**config.mk**
```make
export PLATFORM = sky130hd
export DESIGN_NAME = jt49_psg
export DESIGN_NICKNAME = d
export VERILOG_FILES = /design/src/rtl/jt49_pkg.sv /design/src/rtl/jt49_psg_tone.sv /design/src/rtl/jt49_psg.sv
export SDC_FILE = /design/constraint.sdc
export NUM_CORES = 1
export LEC_CHECK = 0
export BUFFER_PORTS_ARGS = -buffer_cell sky130_fd_sc_hd__buf_2
export CORE_MARGIN = 4
export CORE_UTILIZATION = 60
export CTS_CLUSTER_DIAMETER = 200
export DETAILED_ROUTE_END_ITERATION = 10
export GPL_ROUTABILITY_DRIVEN = 1
export PLACE_DENSITY = 0.87
export REMOVE_ABC_BUFFERS = 1
export SETUP_SLACK_MARGIN = 0.5
export SLEW_MARGIN = 20
export SYNTH_ARGS = -nofsm -noshare
export SYNTH_HDL_FRONTEND = slang
export SYNTH_SLANG_ARGS = --single-unit
```
**constraint.sdc**
```tcl
create_clock -name clk -period 6.9 [get_ports clk]
set_clock_uncertainty 0.2 [all_clocks]
set_input_delay 1.38 -clock clk [delete_from_list [all_inputs] [get_ports clk]]
set_output_delay 1.38 -clock clk [all_outputs]
set_load 0.005 [all_outputs]
```
**src/rtl/jt49_pkg.sv**
```systemverilog
// Shared constants for the jt49 PSG: register indices, envelope shape fields,
// logarithmic volume table and the noise LFSR seed.
package jt49_pkg;

   localparam logic [3:0] REG_TONE_A_L  = 4'd0;
   localparam logic [3:0] REG_TONE_A_H  = 4'd1;
   localparam logic [3:0] REG_TONE_B_L  = 4'd2;
   localparam logic [3:0] REG_TONE_B_H  = 4'd3;
   localparam logic [3:0] REG_TONE_C_L  = 4'd4;
   localparam logic [3:0] REG_TONE_C_H  = 4'd5;
   localparam logic [3:0] REG_NOISE_PER = 4'd6;
   localparam logic [3:0] REG_MIXER     = 4'd7;
   localparam logic [3:0] REG_AMP_A     = 4'd8;
   localparam logic [3:0] REG_AMP_B     = 4'd9;
   localparam logic [3:0] REG_AMP_C     = 4'd10;
   localparam logic [3:0] REG_ENV_PER_L = 4'd11;
   localparam logic [3:0] REG_ENV_PER_H = 4'd12;
   localparam logic [3:0] REG_ENV_SHAPE = 4'd13;

   localparam logic [16:0] LFSR_SEED = 17'h00001;

   // 1.5 dB per step, top entry is full scale
   localparam logic [7:0] VOL_TABLE [32] = '{
      8'd0,   8'd1,   8'd2,   8'd2,   8'd2,   8'd3,   8'd3,   8'd4,
      8'd5,   8'd6,   8'd7,   8'd8,   8'd10,  8'd11,  8'd14,  8'd16,
      8'd19,  8'd23,  8'd27,  8'd32,  8'd38,  8'd45,  8'd54,  8'd64,
      8'd76,  8'd90,  8'd108, 8'd128, 8'd152, 8'd181, 8'd215, 8'd255
   };

   typedef struct packed {
      logic cont;
      logic att;
      logic alt;
      logic hold;
   } env_shape_t;

   function automatic logic [7:0] reg_mask(input logic [3:0] idx);
      logic [7:0] m;
      case (idx)
         REG_TONE_A_H, REG_TONE_B_H, REG_TONE_C_H, REG_ENV_SHAPE: m = 8'h0F;
         REG_NOISE_PER, REG_AMP_A, REG_AMP_B, REG_AMP_C:         m = 8'h1F;
         default:                                                m = 8'hFF;
      endcase
      return m;
   endfunction

endpackage

```
**src/rtl/jt49_psg_tone.sv**
```systemverilog
// One square-tone channel: 12-bit period counter toggling a flip-flop.
module jt49_psg_tone
   import jt49_pkg::*;
(
   input  logic        clk,
   input  logic        rst_n,
   input  logic        tick,
   input  logic [11:0] period,
   output logic        tone
);

   logic [11:0] cnt_r;
   logic [11:0] per_s;
   logic        wrap_s;

   // Period 0 counts as 1; ">=" also recovers when the period shrinks below the count
   always_comb begin
      per_s  = (period == 12'd0) ? 12'd1 : period;
      wrap_s = (({1'b0, cnt_r} + 13'd1) >= {1'b0, per_s});
   end

   // Counter and output flip-flop advance only on the timebase tick
   always_ff @(posedge clk or negedge rst_n) begin
      if (!rst_n) begin
         cnt_r <= 12'd0;
         tone  <= 1'b0;
      end else if (tick) begin
         if (wrap_s) begin
            cnt_r <= 12'd0;
            tone  <= ~tone;
         end else begin
            cnt_r <= cnt_r + 12'd1;
         end
      end
   end

endmodule

```
**src/rtl/jt49_psg.sv**
```systemverilog
// AY-3-8910/YM2149-compatible PSG: register file, timebase, noise, envelope
// and mixer; three tone channels come from jt49_psg_tone instances.
module jt49_psg
   import jt49_pkg::*;
(
   input  logic       clk,
   input  logic       rst_n,
   input  logic       cen,
   input  logic [3:0] addr,
   input  logic       cs_n,
   input  logic       wr_n,
   input  logic [7:0] data_in,
   output logic [7:0] data_out,
   output logic [9:0] sound
);

   logic [15:0][7:0] regs_r;
   logic             wr_s;
   logic [3:0]       pre_r;
   logic             tick_s;
   logic             noise_half_r;
   logic [4:0]       noise_cnt_r;
   logic [4:0]       noise_per_s;
   logic             noise_wrap_s;
   logic [16:0]      lfsr_r;
   logic [15:0]      env_cnt_r;
   logic [15:0]      env_per_s;
   logic             env_wrap_s;
   logic [4:0]       env_step_r;
   logic             env_alt_r;
   logic             env_hold_r;
   logic [4:0]       env_s;
   env_shape_t       shape_s;
   logic [11:0]      period_s [3];
   logic [4:0]       amp_s [3];
   logic [2:0]       tone_s;
   logic [7:0]       chan_s [3];

   assign wr_s     = ~cs_n & ~wr_n;
   assign data_out = regs_r[addr];
   assign tick_s   = cen & (pre_r == 4'hF);

   always_comb begin
      shape_s      = env_shape_t'(regs_r[REG_ENV_SHAPE][3:0]);
      period_s[0]  = {regs_r[REG_TONE_A_H][3:0], regs_r[REG_TONE_A_L]};
      period_s[1]  = {regs_r[REG_TONE_B_H][3:0], regs_r[REG_TONE_B_L]};
      period_s[2]  = {regs_r[REG_TONE_C_H][3:0], regs_r[REG_TONE_C_L]};
      amp_s[0]     = regs_r[REG_AMP_A][4:0];
      amp_s[1]     = regs_r[REG_AMP_B][4:0];
      amp_s[2]     = regs_r[REG_AMP_C][4:0];
      noise_per_s  = (regs_r[REG_NOISE_PER][4:0] == 5'd0) ? 5'd1 : regs_r[REG_NOISE_PER][4:0];
      noise_wrap_s = (({1'b0, noise_cnt_r} + 6'd1) >= {1'b0, noise_per_s});
      env_per_s    = ({regs_r[REG_ENV_PER_H], regs_r[REG_ENV_PER_L]} == 16'd0) ? 16'd1 :
                     {regs_r[REG_ENV_PER_H], regs_r[REG_ENV_PER_L]};
      env_wrap_s   = (({1'b0, env_cnt_r} + 17'd1) >= {1'b0, env_per_s});
      env_s        = (shape_s.att ? env_step_r : (5'd31 - env_step_r)) ^ {5{env_alt_r}};
   end

   // Bus writes are independent of cen and store only implemented bits
   always_ff @(posedge clk or negedge rst_n) begin
      if (!rst_n) begin
         regs_r <= '0;
      end else if (wr_s) begin
         regs_r[addr] <= data_in & reg_mask(addr);
      end
   end

   // Prescaler plus noise generator; noise counts every second tick
   always_ff @(posedge clk or negedge rst_n) begin
      if (!rst_n) begin
         pre_r        <= 4'd0;
         noise_half_r <= 1'b0;
         noise_cnt_r  <= 5'd0;
         lfsr_r       <= LFSR_SEED;
      end else begin
         if (cen) pre_r <= pre_r + 4'd1;
         if (tick_s) begin
            noise_half_r <= ~noise_half_r;
            if (noise_half_r) begin
               if (noise_wrap_s) begin
                  noise_cnt_r <= 5'd0;
                  lfsr_r      <= {lfsr_r[0] ^ lfsr_r[3], lfsr_r[16:1]};
               end else begin
                  noise_cnt_r <= noise_cnt_r + 5'd1;
               end
            end
         end
      end
   end

   // Envelope: a shape write restarts it even while cen is low
   always_ff @(posedge clk or negedge rst_n) begin
      if (!rst_n) begin
         env_cnt_r  <= 16'd0;
         env_step_r <= 5'd0;
         env_alt_r  <= 1'b0;
         env_hold_r <= 1'b0;
      end else if (wr_s && (addr == REG_ENV_SHAPE)) begin
         env_cnt_r  <= 16'd0;
         env_step_r <= 5'd0;
         env_alt_r  <= 1'b0;
         env_hold_r <= 1'b0;
      end else if (tick_s) begin
         if (!env_wrap_s) begin
            env_cnt_r <= env_cnt_r + 16'd1;
         end else begin
            env_cnt_r <= 16'd0;
            if (!env_hold_r) begin
               if (env_step_r != 5'd31) begin
                  env_step_r <= env_step_r + 5'd1;
               end else if (!shape_s.cont) begin
                  // alt = att turns the frozen step 31 into output 0
                  env_hold_r <= 1'b1;
                  env_alt_r  <= shape_s.att;
               end else if (shape_s.hold) begin
                  env_hold_r <= 1'b1;
                  env_alt_r  <= env_alt_r ^ shape_s.alt;
               end else begin
                  env_step_r <= 5'd0;
                  env_alt_r  <= env_alt_r ^ shape_s.alt;
               end
            end
         end
      end
   end

   for (genvar g = 0; g < 3; g++) begin : g_chan
      logic       gate_s;
      logic [4:0] idx_s;

      jt49_psg_tone u_tone (
         .clk    (clk),
         .rst_n  (rst_n),
         .tick   (tick_s),
         .period (period_s[g]),
         .tone   (tone_s[g])
      );

      assign gate_s    = (tone_s[g] | regs_r[REG_MIXER][g]) & (lfsr_r[0] | regs_r[REG_MIXER][g+3]);
      assign idx_s     = amp_s[g][4] ? env_s :
                         ((amp_s[g][3:0] == 4'd0) ? 5'd0 : {amp_s[g][3:0], 1'b1});
      assign chan_s[g] = gate_s ? VOL_TABLE[idx_s] : 8'd0;
   end

   // Registered mix of the three channels, one cen cycle of latency
   always_ff @(posedge clk or negedge rst_n) begin
      if (!rst_n) begin
         sound <= 10'd0;
      end else if (cen) begin
         sound <= {2'b00, chan_s[0]} + {2'b00, chan_s[1]} + {2'b00, chan_s[2]};
      end
   end

endmodule

```
# Word level (Yosys, flattened, before mapping)
# Memories as Yosys holds them, arrays and structs flattened.
# Index checks and enable logic that the tools add are counted.
totals:
  register_bits: 227
  rom_bits: 832
  elab_cells: 165
  mem_count: 4
memory_table:
  columns: ["name", "words", "word_bits", "read_ports", "rd_clocked_by_memory_dff", "wr", "line_no", "rtl"]
  rows:
  - ["(name not given)", 32, 8, 1, 0, 0, "jt49_psg.sv:142", "assign chan_s[g] = gate_s ? VOL_TABLE[idx_s] : 8'd0;"]
  - ["(name not given)", 32, 8, 1, 0, 0, "jt49_psg.sv:142", null]
  - ["(name not given)", 32, 8, 1, 0, 0, "jt49_psg.sv:142", null]
  - ["(name not given)", 16, 4, 1, 0, 0, "jt49_pkg.sv:39", "case (idx)"]
op_classes:
  n_addsub: 15
  magnitude_cmp: 10
  eq_ne: 6
  muxes: 54
  bitwise: 24
  reduce_logical: 21
ops:
  columns: ["operator", "count"]
  rows:
  - ["$bwmux W128", 1]
  - ["$mux W8", 12]
  - ["$mux W5", 16]
  - ["$mux W12", 6]
  - ["$mux W16", 4]
  - ["$add A12 B1 Y13 const B", 3]
  - ["$ge A13 B12 Y1", 3]
  - ["$add A12 B1 Y12 const B", 3]
  - ["$logic_not A12 Y1", 3]
  - ["$bmux W8 S4", 1]
  - ["$demux W8 S4", 1]
  - ["$ge A6 B6 Y1 const B", 3]
  - ["$not A5 Y6", 3]
  - ["$add A16 B1 Y17 const B", 1]
  - ["$ge A17 B16 Y1", 1]
  - ["$add A16 B1 Y16 const B", 1]
  - ["$logic_not A16 Y1", 1]
  - ["$mux W1", 13]
  - ["$logic_not A4 Y1", 3]
  - ["$add A5 B1 Y5 const B", 2]
  - ["$add A9 B8 Y10", 1]
  - ["$reduce_and A2 Y1", 5]
  - ["$add A8 B8 Y9", 1]
  - ["$and A8 B8 Y8", 1]
  - ["other kinds (23)", 41]

# Depth between registers and ports, before layout
# Gate-level depths: netlist (run 1).
depth:
  word_depth: 11
  depth_mapped: 23
  ltp_nobuf: 21

# Hierarchy
# Synthesis (run 1) repeated with hierarchy kept, for this count alone.
hier_totals:
  hier_cells: 1543
  area_unflattened_um2: 15147.0
modules_own_cells:
  columns: ["module", "instances", "cells_each", "area_per_inst_um2", "seq_area_each_um2"]
  rows:
  - ["jt49_psg", 1, 1159, 11787.6, 4705.8]
  - ["jt49_psg_tone", 3, 128, 1119.8, 325.3]

# Least setup slack after synthesis (run 1)
# No wires, ideal clock.
synth_timing:
  path_kind: "reg2reg"
  startpoint: "reg regs_r, in the netlist amp_s[1]"
  endpoint: "reg sound[7]"
  setup_time_ps: 78
  arrival_time_ps: 4523
  slack_ps: 2100
  path_stages_with_launch: 24
  n_path_buf: 2
  period_less_slack_ps: 4800
  cell_sequence: "dfrtp_1 -> clkbuf_1 -> or4_1 -> nor2_1 -> a21o_1 -> inv_1 -> ha_1 -> clkbuf_1 -> maj3_1 -> nand2_1 -> a31oi_1 -> o31ai_1 -> o21ai_0 -> fa_1 -> inv_1 -> ha_1 -> inv_1 -> fa_1 -> nor2b_1 -> o21ai_0 -> a21boi_0 -> or3_1 -> a31o_2 -> o2bb2ai_1"
synth_between:
  elab_chain_cells: 9
synth_rtl:
  columns: ["element", "line_no", "rtl"]
  rows:
  - ["start, declared", "jt49_psg.sv:17", "logic [15:0][7:0] regs_r;"]
  - ["start signal, assigned by index", "jt49_psg.sv:64", "regs_r[addr] <= data_in & reg_mask(addr);"]
  - ["$logic_not A4 Y1", "jt49_psg.sv:141", "((amp_s[g][3:0] == 4'd0) ? 5'd0 : {amp_s[g][3:0], 1'b1});"]
  - ["$mux W5 (*)", "jt49_psg.sv:141", null]
  - ["$mux W5 (*)", "jt49_psg.sv:140", "assign idx_s = amp_s[g][4] ? env_s :"]
  - ["$not A5 Y6 (not written as such) (*)", "jt49_psg.sv:142", null]
  - ["$mem_v2 Z32 W8 (*)", null, null]
  - ["$mux W8 (not written as such) (*) (2 in series)", "jt49_psg.sv:142", null]
  - ["$mux W8 (*)", "jt49_psg.sv:142", null]
  - ["$add A9 B8 Y10 (*)", "jt49_psg.sv:150", "sound <= {2'b00, chan_s[0]} + {2'b00, chan_s[1]} + {2'b00, chan_s[2]};"]
  - ["end signal, assigned", "jt49_psg.sv:150", null]
  - ["end, declared", "jt49_psg.sv:14", "output logic [9:0] sound"]
# Every way passes the cells marked *; elsewhere a longest branch is shown, timed or not. The select of a mux whose other input is x is not followed.
# A chain may end at the register's enable or synchronous reset.

# Final worst setup path (run 1)
layout_timing:
  startpoint: "reg regs_r[106] (netlist name)"
  endpoint: "reg sound[7]"
layout_between:
  elab_chain_cells: 10
  elab_cells_between_ends: 22
  classes_between: "add/sub: 2; mux: 13; bitwise: 4; memory: 3"
layout_rtl:
  columns: ["element", "line_no", "rtl"]
  rows:
  - ["$mux W5 (*)", "jt49_psg.sv:56", "env_s = (shape_s.att ? env_step_r : (5'd31 - env_step_r)) ^ {5{env_alt_r}};"]
  - ["$xor A5 B5 Y5 (*)", "jt49_psg.sv:56", null]
  - ["$mux W5", "jt49_psg.sv:140", null]
  - ["$not A5 Y6 (not written as such)", "jt49_psg.sv:142", null]
  - ["$mem_v2 Z32 W8", null, null]
  - ["$mux W8 (not written as such) (2 in series)", "jt49_psg.sv:142", null]
  - ["$mux W8", "jt49_psg.sv:142", null]
  - ["$add A8 B8 Y9", "jt49_psg.sv:150", null]
  - ["$add A9 B8 Y10 (*)", "jt49_psg.sv:150", null]
# Marks and branches as above.

==> summary.txt, run 1 <==
Clock tree
  – CTS tree: done
  – CTS Hold Bufs: 0
  – Total CTS buffers: 26
  – Clk root buf: clkbuf_16
  – Clock Latency Late Sink: approximately 0.53 ns
  – Setup bufs post-CTS: 0
  – Worst-path clk slew: approximately 0.060 ns
  – H-tree depth: 1
  – Clock Tree Buf Depth: 3
  – CTS Sinks: roughly 230
  – Post-CTS sizing: 0

Synthesis
  – Top_reg_cell synth: dfrtp_1
  – Syn Area/Cell: about 9.6 um2
  – Number of synthesized register bits: between 200 and 250
  – Mapped Area: 15000 um2
  – Distinct cells, synth: 86
  – Sequential cell area fraction in the yosys report: 0.378
  – Cells after Synth: roughly 1600
  – Number of flops mapped to enable cells by yosys: 0
  – Post-synthesis async set-or-reset flop share: 1.00
  – Yosys warns: 0

Power
  – Tot Pwr: 4.70 mW
  – Switching part of the total: 0.355
  – Part of the power in registers: 0.389
  – Int Pwr: 3.03 mW
  – Max rail drop VDD: roughly 0.22 mV
  – Combinational group share of total power: 0.302
  – Clock Power Share: 0.308
  – Leak Pwr: around 7.4 nW
  – Power per cell area: just under 300 nW/um2
  – Switch Pwr: 1.67 mW

Placement
  – Pre-CTS setup slack: about 1.2 ns
  – Detailed Place HPWL: between 20000 and 30000 um
  – Input/output buffers: 34
  – Gpl congestion: roughly 0.94

Floorplanning
  – Die Wd: 166 um
  – DIE HEIGHT: around 170 um
  – Core Rows: 57
  – Starting density of the core: 0.614
  – Die Area: roughly 28000 um2
  – Placeable Area: approximately 24000 um2
  – I/O pins: 35

Route
  – WL/cell: 20.6 um
  – Final ANT Viol Nets: 0
  – Vias/cell: approximately 6.6
  – DRC violations left: 0
  – Drt pass-1 iters: 5
  – DRT Wirelength: around 39000 um
  – Vias: 12500
  – DRT iter0 DRCs: 1454

Critical path
  – Type of origin of the critical path: register
  – Worst path bufs/invs: 2
  – Cells along the critical path: xnor2_2 > xnor2_1 > a22oi_1 > ha_1 > and3b_1 > o41ai_1 > a22o_1 > a21oi_1 > fa_1 > inv_1 > ha_1 > inv_1 > fa_1 > nor2b_1 > o21ai_0 > a21boi_0 > or3_1 > a31o_2 > o2bb2ai_1
  – Cell family with most CP delay: compound AO/OA/AOI/OAI gates
  – CP Max Fanout: 21
  – Critical Path Stages: 19
  – Worst Path Required: roughly 7.2 ns
  – Crit path kind: register to register
  – CP arrival: around 6.1 ns
  – Slowest CP cell: xnor2_2
  – R2R cell count: 19
  – Critical Path Sink Type: register
  – Slowest stage delay, CP: just over 0.8 ns

Timing
  – RSZ-0062 raised after global routing: false
  – Max Fclk: between 150 and 200 MHz
  – Worst Max-Slew Pin Slew: roughly 1.1 ns
  – Final Hold Fails: 0
  – Fin crit period: 5.84 ns
  – Setup TNS: 0 ns
  – Final worst slack: between 1 and 1.5 ns
  – Setup-failing EPs final: 0
  – Count of pins over their slew limit: 0
  – Crit share post-route: 0.847
  – Slew margin rel.: 0.289

Run status
  – Status: completed

Finish
  – Nets: approximately 1700
  – Layout cell share with drive strength beyond 1: 0.154
  – Area delta synth->final: 7.84%
  – Most frequent cells in the layout: 226 x dfrtp_1, 188 x nand2_1, 129 x o21ai_0, 105 x inv_1, 92 x ha_1
  – Antenna diodes: 0
  – Most common cell after layout, fill and taps aside: dfrtp_1

Global route
  – Largest net degree at the start of global routing: about 130
  – GR Util met2: 0.465
  – GR Util met1: 0.362
  – First-pass GRT wire length: between 60000 and 70000 um
  – Vias in the first global route: 12300
  – GRT Resource Usage Total: 0.277
  – Most Used Layer, Global Route: met2
  – Overflow after GRT: 0
  – Number of antenna violations at the first check in global routing: 0
  – Met3 Usage GRT: 0.0452

Min path
  – WHS Path Cells: 2
  – Hold WC Path Type: register to register

Flow run
  – Max-Cap Viols: 0
## cell usage after synthesis (all sizes together) (7+ instances only)
cell type  instances  area (um2)
a21o              25         188
a21oi             67         343
a22o               9        78.8
a31o               7        61.3
a31oi              8        50.1
and3              19         124
buf               26         128
clkbuf            63         236
dfrtp            226        5660
fa                 9         180
ha                92        1150
inv              105         394
mux2              85         957
mux2i             15         150
mux4              40         901
nand2            189         712
nand2b             9        56.3
nand3             66         330
nand4             19         119
nor2              79         302
nor2b             12        75.1
nor3              37         196
nor4              18         119
o211ai             7        52.6
o21ai            130         654
o31ai             10        80.1
o41ai              7        95.1
or3                9        61.3
xnor2             48         428
xor2              20         175
## power by group through the flow
stage | Sequential [mW] | Combinational (mW) | Clock [mW]
detailed placement | 1.83 | 1.38 | 0
floorplan | 1.73 | 1.02 | 0
CTS | 1.81 | 1.40 | 1.46
global placement | 1.81 | 1.32 | 0
global route | 1.85 | 1.58 | 1.52
finish | 1.83 | 1.42 | 1.45
## routing by layer
metal | wire length (um) | vias up | share of wire
met5 | 0 | - | 0
met2 | 18900 | 659 | 0.49
li1 | - | 5590 | -
met4 | 1790 | 0 | 0.046
met1 | 15200 | 6037 | 0.39
met3 | 2980 | 172 | 0.077
## sequential cells by signal, indices dropped and copies added, names as in the netlist
name,count
env_hold_r,1
env_cnt_r,16
sound,10
lfsr_r,17
env_alt_r,1
noise_cnt_r,5
regs_r,77
period_s,36
amp_s,15
noise_half_r,1
g_chan.u_tone.tone,3
env_step_r,5
g_chan.u_tone.cnt_r,36
pre_r,4
## stage by stage
step	utilization	area [um2]	hold WS, ns	std cells
final	0.663	16200	0.284	1886
after CTS	0.663	16200	0.283	1886
after detailed placement	0.626	15300	0.270	1838
after global placement	0.626	15300	0.257	1838
after floorplan	-	14700	0.245	1474
after global routing	0.663	16200	0.300	1886
## layout make-up
cell class                 instances  area, um2
clock buffer                      37        763
clock inverter                    11        141
fill                            1733       8250
inverter                         105        394
multi-input combinational       1142       8600
sequential                       227       5680
tap                              324        405
timing repair buffer              40        225
## tightest hold or removal path, stage by stage, from the launching register on
cell	delay (ns)
dfrtp_1	0.34
nand2_1	0.05
o21ai_0	0.06
## cells by family (layout without fill, tap and decap cells)
family                     after synthesis  after routing  synth area share
AOI/OAI and AO/OA                      344            344             0.149
xor gates and xnor gates                71             71            0.0449
adders and majority gates              102            102            0.0892
buffers and inverters                  194            193            0.0504
DFF                                    227            227             0.378
muxes                                  140            140             0.134
and+or+nand+nor                        485            485             0.154
## path summary, 6_finish.rpt
kind | start | end | slack (ns)
max | regs_r[106] | sound[7] | 1.06
min | regs_r[109] | regs_r[109] | 0.28
max reg2reg | regs_r[106] | sound[7] | 1.06
min reg2reg | regs_r[109] | regs_r[109] | 0.28
max in group asynchronous | rst_n | regs_r[90] | 4.42
min in group asynchronous | rst_n | g_chan[1].u_tone.cnt_r[5] | 0.67
Power figures use the tool's default switching activity.
==> inputs of run 2 (changes only) <==
--- a/config.mk
+++ b/config.mk
@@ -5,6 +5,7 @@
 export SDC_FILE = /design/constraint.sdc
 export NUM_CORES = 1
 export LEC_CHECK = 0
+export ABC_AREA = 1
 export BUFFER_PORTS_ARGS = -buffer_cell sky130_fd_sc_hd__buf_2
 export CORE_MARGIN = 4
 export CORE_UTILIZATION = 60
==> constraint.sdc (replaced) <==
create_clock -name clk -period 5.9 [get_ports clk]
set_clock_uncertainty 0.2 [all_clocks]
set_input_delay 1.18 -clock clk [delete_from_list [all_inputs] [get_ports clk]]
set_output_delay 1.18 -clock clk [all_outputs]
set_load 0.005 [all_outputs]
==> summary.txt, run 2 <==
Run status
  – Status: completed

Finish
  – Nets: 2125
  – Reg area: between 5000 and 6000 um2
  – Antenna diodes: 0
  – Fill count: 1958
  – Final Instance Count excl. Fillers: ~2400
  – Layout cell share with drive strength beyond 1: 0.0913
  – Area delta synth->final: 7.66%
  – Design Area, Final: approximately 16000 um2
  – Most frequent cells in the layout: 599 x nand2_1, 248 x o21ai_0, 232 x inv_1, 226 x dfrtp_1, 110 x nor2_1
  – Most common cell after layout, fill and taps aside: nand2_1
  – Multi-input logic area: ~8000 um2
  – Top reg by flops: regs_r
  – Largest register FFs: between 70 and 80

Clock tree
  – Clk root buf: clkbuf_16
  – CTS Hold Bufs: 0
  – Clock Tree Buf Depth: 3
  – CTS Sinks: between 200 and 250
  – Post-CTS sizing: 0
  – Clock Latency Late Sink: approximately 0.53 ns
  – CTS tree: done
  – Setup bufs post-CTS: 0
  – H-tree depth: 1
  – Worst-path clk slew: 0.06 ns
  – Total CTS buffers: 26

Timing
  – Crit share post-route: 0.760
  – RSZ-0062 raised after global routing: false
  – Max Fclk: around 220 MHz
  – Worst Max-Slew Pin Slew: 0.956 ns
  – Slew margin rel.: 0.363
  – Setup TNS: 0 ns
  – Final worst slack: around 1.4 ns
  – Setup-failing EPs final: 0
  – Count of pins over their slew limit: 0
  – Final Hold Fails: 0
  – Fin crit period: approximately 4.5 ns

Critical path
  – Cells along the critical path: buf_2 > clkinv_2 > a21oi_1 > o21ai_0 > o21ai_0 > nand2_1 > nand4_1 > buf_2
  – Register-to-register setup slack: 1.62 ns
  – RR Startpoint: env_alt_r
  – Crit path kind: primary input to primary output
  – CP Max Fanout: 79
  – R2R cell count: 24
  – Critical Path Sink: data_out[6]
  – Critical Path Stages: 8
  – Cell family with most CP delay: buffers and inverters
  – Slowest CP cell: clkinv_2
  – Crit. Startpoint: addr[0]
  – Worst path bufs/invs: 3
  – Slowest stage delay, CP: just over 0.7 ns
  – Worst reg2reg path endpoint: sound[7]
  – CP arrival: 3.10 ns
  – Type of origin of the critical path: primary input
  – Critical Path Sink Type: primary output
  – Worst Path Required: about 4.5 ns

Power
  – Leak Pwr: 8.20 nW
  – Max rail drop VDD: 0.331 mV
  – Power per cell area: about 380 nW/um2

Synthesis
  – Top_reg_cell synth: dfrtp_1
  – Yosys warns: 0
  – Syn Area/Cell: around 7.5 um2
  – Count leader, synth: nand2_1
  – Leading area contributor after synthesis: dfrtp_1
  – Post-synthesis async set-or-reset flop share: 1.00
  – Mapped Area: around 15000 um2
  – Synth top cells by count: 599 x nand2_1, 248 x o21ai_0, 233 x inv_1
  – Sequential cell area fraction in the yosys report: 0.378
  – Distinct cells, synth: 54
  – Top cells by area, synth: dfrtp_1 38%, nand2_1 15%, o21ai_0 8.3%, ha_1 7.7%, inv_1 5.8%
  – Number of flops mapped to enable cells by yosys: 0
  – Cells after Synth: around 2000
  – Post-synth top area share: 0.376
  – Number of synthesized register bits: ~230

Route
  – DRT iter0 DRCs: ~1400
  – Drt pass-1 iters: 6
  – Vias: 13600
  – DRC violations left: 0
  – WL/cell: between 15 and 20 um
  – Vias/cell: slightly below 6
  – DRT Wirelength: 37800 um
  – Final ANT Viol Nets: 0

Placement
  – Input/output buffers: 34
  – Detailed Place HPWL: 26300 um
  – Pre-CTS setup slack: between 1.5 and 2 ns
  – Dpl cells: about 2300
  – Gpl congestion: approximately 0.93
  – DP Area: 15300 um2

Floorplanning
  – I/O pins: 35
  – Starting density of the core: 0.615
  – DIE HEIGHT: between 150 and 200 um
  – Placeable Area: between 20000 and 25000 um2
  – Die Wd: roughly 170 um
  – Core Rows: between 50 and 60
  – Die Area: 27700 um2

Global route
  – Overflow after GRT: 0
  – GRT Resource Usage Total: 0.272
  – Largest net degree at the start of global routing: ~120
  – Number of antenna violations at the first check in global routing: 0
  – First-pass GRT wire length: approximately 64000 um
  – Vias in the first global route: roughly 13000

Flow run
  – Max-Cap Viols: 0

Min path
  – Hold WC Path Type: register to register
[run 2: metrics by stage]
stage	hold slack [ns]	total power, mW	utilization
after floorplan	0.242	3.81	-
after global placement	0.250	4.30	0.625
after CTS	0.273	6.12	0.662
after global routing	0.302	6.58	0.662
after detailed placement	0.258	4.40	0.625
final	0.272	6.13	0.662
[run 2: how the worst min path moves through the flow]
stage	start	end	slack [ns]	depth (start not counted)
6_report	lfsr_r[1]	lfsr_r[0]	0.27	2
5_1_grt	lfsr_r[5]	lfsr_r[4]	0.30	2
4_1_cts	sound[0]	sound[0]	0.27	2
3_5_place_dp	sound[0]	sound[0]	0.26	2
3_3_place_gp	sound[0]	sound[0]	0.25	2
2_1_floorplan	lfsr_r[16]	lfsr_r[15]	0.24	2
[run 2: cell type report]
type                       instances  area share
tap                              324      0.0250
inverter                         251      0.0589
clock inverter                    13     0.00997
timing repair buffer              39      0.0142
sequential                       227       0.351
clock buffer                      34      0.0458
multi-input combinational       1462       0.495
[run 2: metal layers]
| metal | part of all wire | track usage | vias to the layer above | wire length [um] |
|---|---|---|---|---|
| met3 | 0.075 | 0.0421 | 102 | 2820 |
| met4 | 0.032 | 0.0893 | 0 | 1230 |
| met5 | 0 | 0 | - | 0 |
| met2 | 0.47 | 0.443 | 572 | 17700 |
| met1 | 0.42 | 0.376 | 6363 | 16000 |
| li1 | - | - | 6545 | - |
[run 2: cells by family after synthesis]
| group | synth area share |
|---|---|
| buffers and inverters | 0.0896 |
| XOR/XNOR | 0.0331 |
| flip-flops | 0.378 |
| AND/OR/NAND/NOR | 0.258 |
| adder cells (fa/ha/maj) | 0.0885 |
| AO/OA/AOI/OAI | 0.152 |
[run 2: report_power, final]
part           internal [mW]  leakage [nW]  switching [mW]
clock network           1.02         0.450           0.665
logic                  0.813          4.81            1.45
registers               1.89          2.95           0.289
total                   3.72          8.20            2.41
[run 2: worst reg2reg max path, delay by kind of cell (launching register included)]
family	cells	cell delay [ns]
buffers and inverters	5	0.50
AO/OA/AOI/OAI	3	0.48
AND/OR/NAND/NOR	11	1.04
flip-flops	1	0.66
adder cells (fa/ha/maj)	4	1.16
XOR/XNOR	1	0.16
